$ cat src/rtl/reg_writeback_unit_pkg.sv
// reg_writeback_unit_pkg: shared register-file widths, load-queue depth and write-source encoding
package reg_writeback_unit_pkg;
  localparam int DEF_REG_COUNT    = 16;
  localparam int DEF_REG_SIZE     = 8;
  localparam int DEF_REG_PTR_SIZE = 4;
  localparam int DEF_LQ_DEPTH     = 4;
  typedef enum logic [1:0] {SRC_NONE, SRC_ALU, SRC_BUF, SRC_RESP} wb_src_e;
endpackage

$ cat src/rtl/reg_writeback_unit_ptr_fifo.sv
// ptr_fifo: circular FIFO of register pointers with occupancy count
module ptr_fifo
  import reg_writeback_unit_pkg::*;
#(
  parameter int W = DEF_REG_PTR_SIZE,
  parameter int DEPTH = DEF_LQ_DEPTH,
  localparam int AW = $clog2(DEPTH),
  localparam int CW = AW + 1
)(
  input  logic          clk,
  input  logic          reset,
  input  logic          i_push,
  input  logic          i_pop,
  input  logic [W-1:0]  i_din,
  output logic [W-1:0]  o_head,
  output logic [CW-1:0] o_count
);
  logic [W-1:0] r_mem [DEPTH];
  logic [AW-1:0] r_wr, r_rd;
  logic w_push, w_pop;
  assign w_push = i_push & (o_count != CW'(DEPTH));
  assign w_pop = i_pop & (o_count != '0);
  assign o_head = r_mem[r_rd];
  always_ff @(posedge clk)
    if (w_push) r_mem[r_wr] <= i_din;
  // DEPTH is a power of two, so the pointers wrap naturally
  always_ff @(posedge clk)
    if (!reset) begin
      r_wr <= '0;
      r_rd <= '0;
      o_count <= '0;
    end else begin
      r_wr <= r_wr + AW'(w_push);
      r_rd <= r_rd + AW'(w_pop);
      o_count <= o_count + CW'(w_push) - CW'(w_pop);
    end
endmodule

$ cat src/rtl/reg_writeback_unit.sv
// reg_writeback_unit: merges ALU results and in-order load responses into one registered
// register-file write, tracking outstanding load destinations for decode hazard stalls
module reg_writeback_unit
  import reg_writeback_unit_pkg::*;
#(
  parameter int REG_COUNT = DEF_REG_COUNT,
  parameter int REG_SIZE = DEF_REG_SIZE,
  parameter int REG_PTR_SIZE = DEF_REG_PTR_SIZE,
  parameter int LQ_DEPTH = DEF_LQ_DEPTH,
  localparam int CW = $clog2(LQ_DEPTH) + 1
)(
  input  logic                    clk,
  input  logic                    reset,
  input  logic                    alu_valid,
  input  logic [REG_PTR_SIZE-1:0] alu_dst,
  input  logic [REG_SIZE-1:0]     alu_data,
  input  logic                    ld_issue,
  input  logic [REG_PTR_SIZE-1:0] ld_issue_dst,
  output logic                    ld_issue_ready,
  input  logic                    mem_resp_valid,
  input  logic [REG_SIZE-1:0]     mem_resp_data,
  output logic                    mem_resp_ready,
  input  logic [REG_PTR_SIZE-1:0] dec_src_0,
  input  logic [REG_PTR_SIZE-1:0] dec_src_1,
  input  logic [REG_PTR_SIZE-1:0] dec_dst,
  input  logic                    dec_dst_valid,
  output logic                    D_stall,
  output logic                    W_we,
  output logic [REG_PTR_SIZE-1:0] W_dst,
  output logic [REG_SIZE-1:0]     W_result,
  output logic [CW-1:0]           pending_count
);
  logic [REG_COUNT-1:0] r_pending;
  logic r_buf_valid;
  logic [REG_SIZE-1:0] r_buf_data;
  logic [REG_PTR_SIZE-1:0] w_head;
  logic w_push, w_resp, w_retire;
  wb_src_e w_src;
  assign ld_issue_ready = pending_count != CW'(LQ_DEPTH);
  assign mem_resp_ready = !r_buf_valid;
  assign w_push = ld_issue & ld_issue_ready;
  // responses with no outstanding load or an occupied buffer are dropped
  assign w_resp = mem_resp_valid & (pending_count != '0) & !r_buf_valid;
  always_comb w_src = alu_valid ? SRC_ALU : r_buf_valid ? SRC_BUF : w_resp ? SRC_RESP : SRC_NONE;
  assign w_retire = (w_src == SRC_BUF) || (w_src == SRC_RESP);
  assign D_stall = r_pending[dec_src_0] | r_pending[dec_src_1] | (dec_dst_valid & r_pending[dec_dst]);
  ptr_fifo #(.W(REG_PTR_SIZE), .DEPTH(LQ_DEPTH)) u_lq (
    .clk(clk),
    .reset(reset),
    .i_push(w_push),
    .i_pop(w_retire),
    .i_din(ld_issue_dst),
    .o_head(w_head),
    .o_count(pending_count)
  );
  // a same-cycle set of the retiring index survives because the set is OR-ed last
  always_ff @(posedge clk)
    if (!reset) begin
      r_pending <= '0;
      r_buf_valid <= 1'b0;
      r_buf_data <= '0;
      W_we <= 1'b0;
      W_dst <= '0;
      W_result <= '0;
    end else begin
      r_pending <= (r_pending & ~(w_retire ? REG_COUNT'(1) << w_head : '0))
                 | (w_push ? REG_COUNT'(1) << ld_issue_dst : '0);
      r_buf_valid <= alu_valid & (r_buf_valid | w_resp);
      if (alu_valid & w_resp) r_buf_data <= mem_resp_data;
      W_we <= w_src != SRC_NONE;
      W_dst <= alu_valid ? alu_dst : w_head;
      W_result <= alu_valid ? alu_data : r_buf_valid ? r_buf_data : mem_resp_data;
    end
endmodule

$ cat config.mk
export PLATFORM = sky130hd
export DESIGN_NAME = reg_writeback_unit
export DESIGN_NICKNAME = d
export VERILOG_FILES = /design/src/rtl/reg_writeback_unit_pkg.sv /design/src/rtl/reg_writeback_unit_ptr_fifo.sv /design/src/rtl/reg_writeback_unit.sv
export SDC_FILE = /design/constraint.sdc
export NUM_CORES = 1
export LEC_CHECK = 0
export CAP_MARGIN = 20
export CORE_ASPECT_RATIO = 1.4
export CORE_MARGIN = 1
export CORE_UTILIZATION = 36
export CTS_BUF_LIST = sky130_fd_sc_hd__clkbuf_4 sky130_fd_sc_hd__clkbuf_8 sky130_fd_sc_hd__clkbuf_16
export DETAILED_ROUTE_END_ITERATION = 6
export GPL_ROUTABILITY_DRIVEN = 0
export PLACE_DENSITY = 0.65
export SLEW_MARGIN = 20
export SYNTH_ARGS = -nofsm -noshare
export SYNTH_HDL_FRONTEND = slang
export SYNTH_SLANG_ARGS = --single-unit
export TNS_END_PERCENT = 30
$ cat constraint.sdc
create_clock -name clk -period 3.65 [get_ports clk]
set_input_delay 0.5475 -clock clk [delete_from_list [all_inputs] [get_ports clk]]
set_output_delay 0.5475 -clock clk [all_outputs]
set_load 0.05 [all_outputs]
# Yosys cells after proc, flatten, opt, wreduce, memory -nomap -nowiden
# Memory sizes are Yosys's and may differ from the RTL's. A register that Yosys moved wholly into a read port is not among the register bits.
# Index checks and enable logic that the tools add are counted.
# Widths: inputs -> output; s select.
[word_totals] regBits=45 ramBits=16 in_bits=42 out_inout_bits=19 n_memories=1
[classes] addsub=4 n_lt_le_gt_ge=3 eq_ne=3 shifts=2 muxes=17 n_bitwise=14 reduce_logical=4
[mem_list] name="u_lq.r_mem" depth=4 word_bits=4 rd=1 rd_ports_with_merged_regs=1 write_ports=1 line_no="reg_writeback_unit_ptr_fifo.sv:18" text="logic [W-1:0] r_mem [DEPTH];"
[ops] operator="$mux 16" n=2
[ops] operator="$shl 1x4->16 const A" n=2
[ops] operator="$and 16x16->16" n=1
[ops] operator="$mux 8" n=2
[ops] operator="$not 16->16" n=1
[ops] operator="$or 16x16->16" n=1
[ops] operator="$lt 4x5->1 const B" n=3
[ops] operator="$bmux 1 s4" n=3
[ops] operator="$and 1x1->1" n=8
[ops] operator="$mux 2" n=4
[ops] operator="$mux 1" n=5
[ops] operator="$add 2x1->2" n=2
[ops] operator="$eq 2x2->1 const B" n=2
[ops] operator="$mux 4" n=1
[ops] operator="$add 3x1->3" n=1
[ops] operator="$ne 3x3->1 const B" n=1
[ops] operator="$or 1x1->1" n=3
[ops] operator="$reduce_bool 3->1" n=1
[ops] operator="$sub 3x1->3" n=1
[ops] operator="$reduce_bool 2->1" n=1
[ops] operator="$logic_not 1->1" n=1
[ops] operator="$logic_or 1x1->1" n=1

# Depth between registers and ports, before layout
# Gate-level depths: netlist (run 1).
[depth] word_depth=12 mapped_depth=11 ltp_nobuf=10

# By module
# From an unflattened synthesis (run 1), not the netlist that was laid out.
[unflattened] hier_cells=262 area_unflattened_um2=3009.1
[modules_own_cells] module="reg_writeback_unit" instances=1 cells_per_inst=209 area_each_um2=2058.2 seq_area_each_um2=760.7
[modules_own_cells] module="ptr_fifo" instances=1 cells_per_inst=53 area_each_um2=950.9 seq_area_each_um2=620.6

# Worst setup path before layout (run 1)
# No wires, ideal clock.
[synth_path] path_kind="register -> register" start="register u_lq.o_count[1]" end="register u_lq.o_count[2]" setup_ns=0.115 t_arrival_ns=2.747 t_required_ns=3.535 path_slack_ns=0.788 stages_incl_launch_ff=11 n_path_buf=0 cell_sequence="dfxtp_1 o31ai_1 a21oi_1 o31a_1 ha_1 inv_1 ha_1 fa_1 xor2_1 xnor2_1 and2_1"
[synth_via] elab_chain_cells=10 elab_cells_between_ends=15 cone_classes="add/sub (2); eq/ne (3); mux (3); bitwise (5); reduce/logical (2)"
[synth_rtl] item="start, declared" line_no="reg_writeback_unit_ptr_fifo.sv:16" text="output logic [CW-1:0] o_count"
[synth_rtl] item="start signal, assigned" line_no="reg_writeback_unit_ptr_fifo.sv:35" text="o_count <= o_count + CW'(w_push) - CW'(w_pop);"
[synth_rtl] item="$reduce_bool 3->1" line_no="reg_writeback_unit_ptr_fifo.sv:22, reg_writeback_unit.sv:43"
[synth_rtl] item="$and 1x1->1 (2 in a row)" line_no="reg_writeback_unit.sv:43" text="assign w_resp = mem_resp_valid & (pending_count != '0) & !r_buf_valid;"
[synth_rtl] item="$mux 2 (3 in a row)" line_no="reg_writeback_unit.sv:44" text="always_comb w_src = alu_valid ? SRC_ALU : r_buf_valid ? SRC_BUF : w_resp ? SRC_RESP : SRC_NONE;"
[synth_rtl] item="$eq 2x2->1" line_no="reg_writeback_unit.sv:45" text="assign w_retire = (w_src == SRC_BUF) || (w_src == SRC_RESP);"
[synth_rtl] item="$logic_or 1x1->1" line_no="reg_writeback_unit.sv:45"
[synth_rtl] item="$and 1x1->1" line_no="reg_writeback_unit_ptr_fifo.sv:22" text="assign w_pop = i_pop & (o_count != '0);"
[synth_rtl] item="$sub 3x1->3 (*)" line_no="reg_writeback_unit_ptr_fifo.sv:35"
# Every way passes the cells marked *; elsewhere a longest branch is shown, timed or not.
# A chain may end at the register's enable or synchronous reset.

# Final worst setup path (run 1)
[layout_path] start="input port dec_src_0[0]" end="output port D_stall"
[layout_via] elab_chain_cells=4
[layout_rtl] item="start, declared" line_no="reg_writeback_unit.sv:23" text="input logic [REG_PTR_SIZE-1:0] dec_src_0,"
[layout_rtl] item="$bmux 1 s4" line_no="reg_writeback_unit.sv:46" text="assign D_stall = r_pending[dec_src_0] | r_pending[dec_src_1] | (dec_dst_valid & r_pending[dec_dst]);"
[layout_rtl] item="$mux 1 (not written as such)" line_no="reg_writeback_unit.sv:46"
[layout_rtl] item="$or 1x1->1 (2 in a row)" line_no="reg_writeback_unit.sv:46"
[layout_rtl] item="end, declared" line_no="reg_writeback_unit.sv:27" text="output logic D_stall,"
# No other way between the ends. The select of a mux whose other input is x is not followed.

==> results.toml, run 1 <==
[setup_path]
cp.arrival_ps = 2610
worstSetupPathType = "input port to primary output"
cp.depth = 6
worstPathMaxFanout = 4
worstPathRequired_ps = 3100
worstSetupEndpointType = "primary output"
crit_slowest_cell = "clkdlybuf4s50_1"
regToRegSetupSlack_ps = 840
path_buf_inv = 2
r2r-end = "u_lq.o_count[2]"
critPathLaunchType = "input port"
cpPeakStageDelay_ps = 620
crit_chain = "clkdlybuf4s50_1 -> mux4_2 -> a32oi_1 -> o2111ai_1 -> a211o_1 -> buf_4"
timing.rr.start = "u_lq.o_count[1]"
path_delay_family = "buffers and inverters"
worstRegToRegCells = 10

[yosys]
seq_area_frac_synth_pct = 45.83
synthFlopType = "dfxtp_1"
async_reset_ff_share_pct = 0
yosys_warnings = 0
synthCells = 261
synth_edf_count = 16
ys_types = 47
syn_avg_cell_area_sq_um = 11.55
synth-seq-cells = 61
synth_nets = 308
synth_area_sq_mm = 0.003014

[final_layout]
post-route-util_pct = 48.89
layout_common_cells = "clkdlybuf4s50_1, dfxtp_1, nand2_1"
layout-drive-gt1-share_pct = 13.27
diodes = 0
area_growth_pct = 32.17
fin_nets = 366
final_common_cell = "clkdlybuf4s50_1"

[global_route]
grt_max_degree = 27
grt_pass1_wl_mm = 11.31
grt_pass1_vias = 2336
overflow = 0
grt_usage_pct = 17.29
antenna_found_initial = 0

[sta]
finalCriticalPeriod_ps = 3153
setup_ws_ps = 497.3
max_freq_mhz = 317.2
hold_viol = 0
finalClockSkew_ps = 6.492
fin_crit_sh_pct = 86.38
slew_viol_final = 0
slew_headroom_pct = 44.00
worst_slew_pin_slew_ps = 837.3
setup_violations = 0
setup_tns_ps = 0
rsz0062_at_grt = "false"

[floorplan]
die_area_sq_mm = 0.008748
die_h_um = 110.3
die_width_um = 79.34
start_util_pct = 36.99
coreArea_sq_mm = 0.008149
placementRows = 39
ios = 61

[drt]
wire_per_inst_um = 16.35
vias = 2320
ant_nets = 0
first_pass_iters = 5
finalWirelength_mm = 6.964
drt_first_iter_violations = 126
drcViolationCount = 0
viasPerCell = 5.446

[clocking]
hold_buffers = 0
cts_root_buf = "clkbuf_16"
cts_tree = "done"
cts.sinks = 61
cts-buffers-inserted = 9
post_cts_buffers = 0
htree_levels = 3
clk_pin_slew_ps = 50
cts_buffer_depth = 2
ctsResizeCount = 0
clk_latency_ps = 320

[power_and_ir_drop]
vdd_drop_max_mv = 0.4532
power.leakage_nw = 1.470
power_density_mw_per_mm2 = 569.1
power.total_mw = 2.267

[placement]
dpl.hpwl_mm = 5.155
preCtsSetupSlack_ps = 523.9
port_buffers = 60

[hold_path]
min_delay_path_depth = 2
hold_class = "register to register"
hp-start = "r_pending[11]"
holdPathEnd = "r_pending[11]"

[run]
cap_violations = 0

[outcome]
status = "finished, final reports clean"
## cell families after synthesis
logic type,count (synthesis),share of synthesized area [%]
XOR/XNOR,4,1.163
flip-flops,61,45.83
buffers and inverters,22,2.823
AND/OR/NAND/NOR,78,14.53
adder cells (fa/ha/maj),5,2.325
AO/OA/AOI/OAI,55,14.49
multiplexers,36,18.85
## worst max-delay path by stage
stage | endpoint | from | slack (ps)
4_1_cts | D_stall | dec_src_0[0] | 510
3_3_place_gp | D_stall | dec_src_0[0] | 600
5_1_grt | D_stall | dec_src_0[0] | 410
6_report | D_stall | dec_src_0[0] | 500
3_5_place_dp | D_stall | dec_src_0[0] | 520
2_1_floorplan | u_lq.o_count[2] | u_lq.o_count[1] | 790
## registers in the layout, indices dropped and copies added, names as in the netlist
signal / count
W_dst: 4
W_result: 8
W_we: 1
r_buf_data: 8
r_buf_valid: 1
r_pending: 16
u_lq.o_count: 3
u_lq.r_mem: 16
u_lq.r_rd: 2
u_lq.r_wr: 2
## per-layer routing
layer	track usage [%]	vias up	routed length (um)
met5	0	-	0
li1	-	1107	-
met1	18.33	1120	2669
met2	31.10	72	3771
met3	2.798	21	280
met4	12.08	0	244
## power breakdown
part / switching [mW] / internal (mW) / total, mW
logic: 0.350 / 0.266 / 0.616
registers: 0.0646 / 0.774 / 0.839
clock network: 0.275 / 0.537 / 0.812
total: 0.690 / 1.58 / 2.27
## cell usage after synthesis, drive strengths merged (4+ instances only)
library cell | n | area, sq um
dfxtp | 45 | 900.9
nand2 | 21 | 78.83
mux2i | 20 | 200.2
edfxtp | 16 | 480.5
mux4 | 16 | 367.9
o21ai | 15 | 75.07
a21boi | 12 | 90.08
clkbuf | 12 | 45.04
nor2b | 10 | 62.56
nor2 | 9 | 33.78
and2 | 8 | 50.05
inv | 8 | 30.03
o211a | 8 | 80.08
o221a | 8 | 90.09
nand2b | 5 | 31.28
ha | 4 | 50.05
or2 | 4 | 25.03
## cell type report
| cell class | instances | area, sq um |
|---|---|---|
| fillers | 740 | 4165 |
| repair buffers | 61 | 605.6 |
| clock inverters | 5 | 51.30 |
| multi-input cells | 178 | 1548 |
| flip-flops and latches | 61 | 1381 |
| inverters | 8 | 30.03 |
| well taps | 102 | 127.6 |
| clock buffers | 11 | 240.2 |
## worst min-delay path, stage by stage (launching register included)
cell and delay [ps]:
dfxtp_1 320, o21ai_0 80, a21boi_1 60
## per-stage QoR
stage	area (sq um)	cells	hold WS (ps)
global route	3984	426	552.5
finish	3984	426	509.4
floorplan	3014	261	468.6
CTS	3984	426	513.1
global placement	3692	410	494.6
detailed placement	3692	410	506.4
(Power assumes the default switching activity.)
==> run 2: changes to the inputs <==
--- a/config.mk
+++ b/config.mk
@@ -16,5 +16,6 @@
 export SLEW_MARGIN = 20
 export SYNTH_ARGS = -nofsm -noshare
 export SYNTH_HDL_FRONTEND = slang
+export SYNTH_HIERARCHICAL = 1
 export SYNTH_SLANG_ARGS = --single-unit
 export TNS_END_PERCENT = 30
==> run 2 against run 1 <==
Die area fell by 0.16%. Sequential power rose by 2.9%. Setup slack got worse by 290 ps. Clock power grew 19%. First-iteration DRC count increased by 51%. Non-clock buffer count increased by 3. Register-to-register slack better by 270 ps. Wire length up 5.1%. Power grew 8.7%. Synthesized cell count grew 0.38%. Fmax fell by 8.4%. Critical endpoint unchanged. Largest cell class unchanged. Largest power group is now clock. Highest routed layer unchanged.
==> results.toml, run 2 <==
[outcome]
status = "finished, final reports clean"

[power_and_ir_drop]
power_density_mw_per_mm2 = 608.9
vdd_drop_max_mv = 0.3886
power.total_mw = 2.464
power.leakage_nw = 1.578

[setup_path]
path_delay_family = "buffers and inverters"
crit_end = "D_stall"
crit_slowest_cell = "clkdlybuf4s50_1"
cpPeakStageDelay_ps = 710
cp.arrival_ps = 2890
critPathLaunchType = "input port"
cp.depth = 6
crit_top_cell = "clkdlybuf4s50_1"
crit_start = "dec_dst[0]"
worstRegToRegCells = 10
worstSetupEndpointType = "primary output"
worstPathRequired_ps = 3100
timing.rr.start = "u_lq/o_count[1]"
crit_chain = "clkdlybuf4s50_1 -> mux4_2 -> and2_0 -> a32oi_1 -> nand4_1 -> clkdlybuf4s50_1"
path_buf_inv = 2
worstPathMaxFanout = 6
r2r-end = "u_lq/o_count[2]"
worstSetupPathType = "input port to primary output"
regToRegSetupSlack_ps = 1110

[yosys]
synthCells = 262
synth_top_area_share_pct = 29.94
async_reset_ff_share_pct = 0
synth-seq-cells = 61
yosys.area.top_type = "dfxtp_1"
synth_nets = 309
seq_area_frac_synth_pct = 45.90
synth_commonest_cells = "dfxtp_1, nand2_1, mux2i_1"
synth.most_common_cell = "dfxtp_1"
syn_avg_cell_area_sq_um = 11.49
synth_area_sq_mm = 0.003009
synth_edf_count = 16
synthFlopType = "dfxtp_1"
yosys_warnings = 6
synth_area_leaders = "dfxtp_1, edfxtp_1, mux4_2"
ys_types = 44

[placement]
dpl.hpwl_mm = 5.262
port_buffers = 60
placed_cells = 417
preCtsSetupSlack_ps = 211.7

[final_layout]
fin_nets = 373
final_common_cell = "clkdlybuf4s50_1"
reg_top3 = "r_pending: 16 flops, u_lq/r_mem: 16 flops"
final_cells = 433
layout-drive-gt1-share_pct = 11.48
layout_common_cells = "clkdlybuf4s50_1, dfxtp_1, nand2_1"
area_growth_pct = 34.51
diodes = 0

[clocking]
post_cts_buffers = 0
cts-buffers-inserted = 9
cts_tree = "done"
ctsResizeCount = 0
cts_root_buf = "clkbuf_16"
clk_pin_slew_ps = 50
htree_levels = 3
cts.sinks = 61
cts_buffer_depth = 2
clk_latency_ps = 330
hold_buffers = 0

[sta]
hold_viol = 0
worst_slew_pin_slew_ps = 727.8
rsz0062_at_grt = "false"
setup_violations = 0
hold_ws_ps = 519.3
fin_crit_sh_pct = 94.27
finalCriticalPeriod_ps = 3441
finalClockSkew_ps = 3.940
setup_ws_ps = 209.0
max_freq_mhz = 290.6
setup_tns_ps = 0
slew_headroom_pct = 50.80
slew_viol_final = 0

[hold_path]
hold_class = "register to register"

[drt]
first_pass_iters = 6
wire_per_inst_um = 16.90
drt_first_iter_violations = 190
ant_nets = 0
drcViolationCount = 0
vias = 2341
viasPerCell = 5.406
finalWirelength_mm = 7.317

[floorplan]
placementRows = 39
ios = 61
coreArea_sq_mm = 0.008149
start_util_pct = 36.93
die_area_sq_mm = 0.008734
die_width_um = 79.27
die_h_um = 110.2

[global_route]
grt_usage_pct = 17.98
grt_max_degree = 47
grt_pass1_wl_mm = 11.50
antenna_found_initial = 0
overflow = 0
grt_pass1_vias = 2291

[run]
cap_violations = 0
## run 2: changes by cell type in the layout (fill, tap and decap cells not counted), sizes merged, moves of 4 or more
cell    change
a21boi     -11
mux2i       +5
nand2      +16
o21ai      -11
or2         -4
nand4       +4
o211ai     +11
o221a       -8
## run 2: worst min-delay path by stage
stage                  start       endpoint  slack, ps  depth (start not counted)
2_1_floorplan   r_pending[4]   r_pending[4]        470                          2
3_3_place_gp   r_buf_data[5]  r_buf_data[5]        500                          2
3_5_place_dp   r_buf_data[7]  r_buf_data[7]        510                          2
4_1_cts        r_buf_data[7]  r_buf_data[7]        520                          2
5_1_grt        r_pending[10]  r_pending[10]        550                          2
6_report       r_buf_data[5]  r_buf_data[5]        520                          2
## run 2: stage by stage
step / instance area (sq um) / util [%]
global placement: 3709 / 45.51
detailed placement: 3709 / 45.51
finish: 4048 / 49.67
floorplan: 3009 / -
global route: 4048 / 49.67
CTS: 4048 / 49.67
## run 2: report_power, final
part | total [mW] | switching (mW) | internal, mW
combinational | 0.638 | 0.354 | 0.284
sequential | 0.863 | 0.0783 | 0.785
clock | 0.963 | 0.286 | 0.677
## run 2: kinds of logic after synthesis
logic type      share of synthesized area, %
fa+ha+maj                              2.329
compound gates                         10.77
simple gates                           17.55
mux                                    18.92
xor+xnor                               1.331
flops                                  45.90
buf+inv                                3.202
## run 2: area by class of cell
class / count / area (sq um)
sequential: 61 / 1381
inverter: 10 / 37.54
tap: 102 / 127.6
fill: 734 / 4101
timing repair buffer: 64 / 630.6
clock inverter: 5 / 98.84
multi-input combinational: 180 / 1531
clock buffer: 11 / 240.2
## run 2: worst reg2reg max path: stages (launching register included)
cell and delay, ps:
dfxtp_1 370, o31a_1 400, nor2_1 260, nor2_1 70, o31a_2 130, ha_1 280
inv_1 40, ha_1 200, fa_1 370, xnor3_1 170, and2_1 150
## run 2: per-layer routing
metal	routed length, um	track usage [%]	vias up
met2	3785	30.91	86
met4	110	9.351	0
met5	0	0	-
li1	-	-	1122
met3	408	4.774	14
met1	3013	20.37	1119
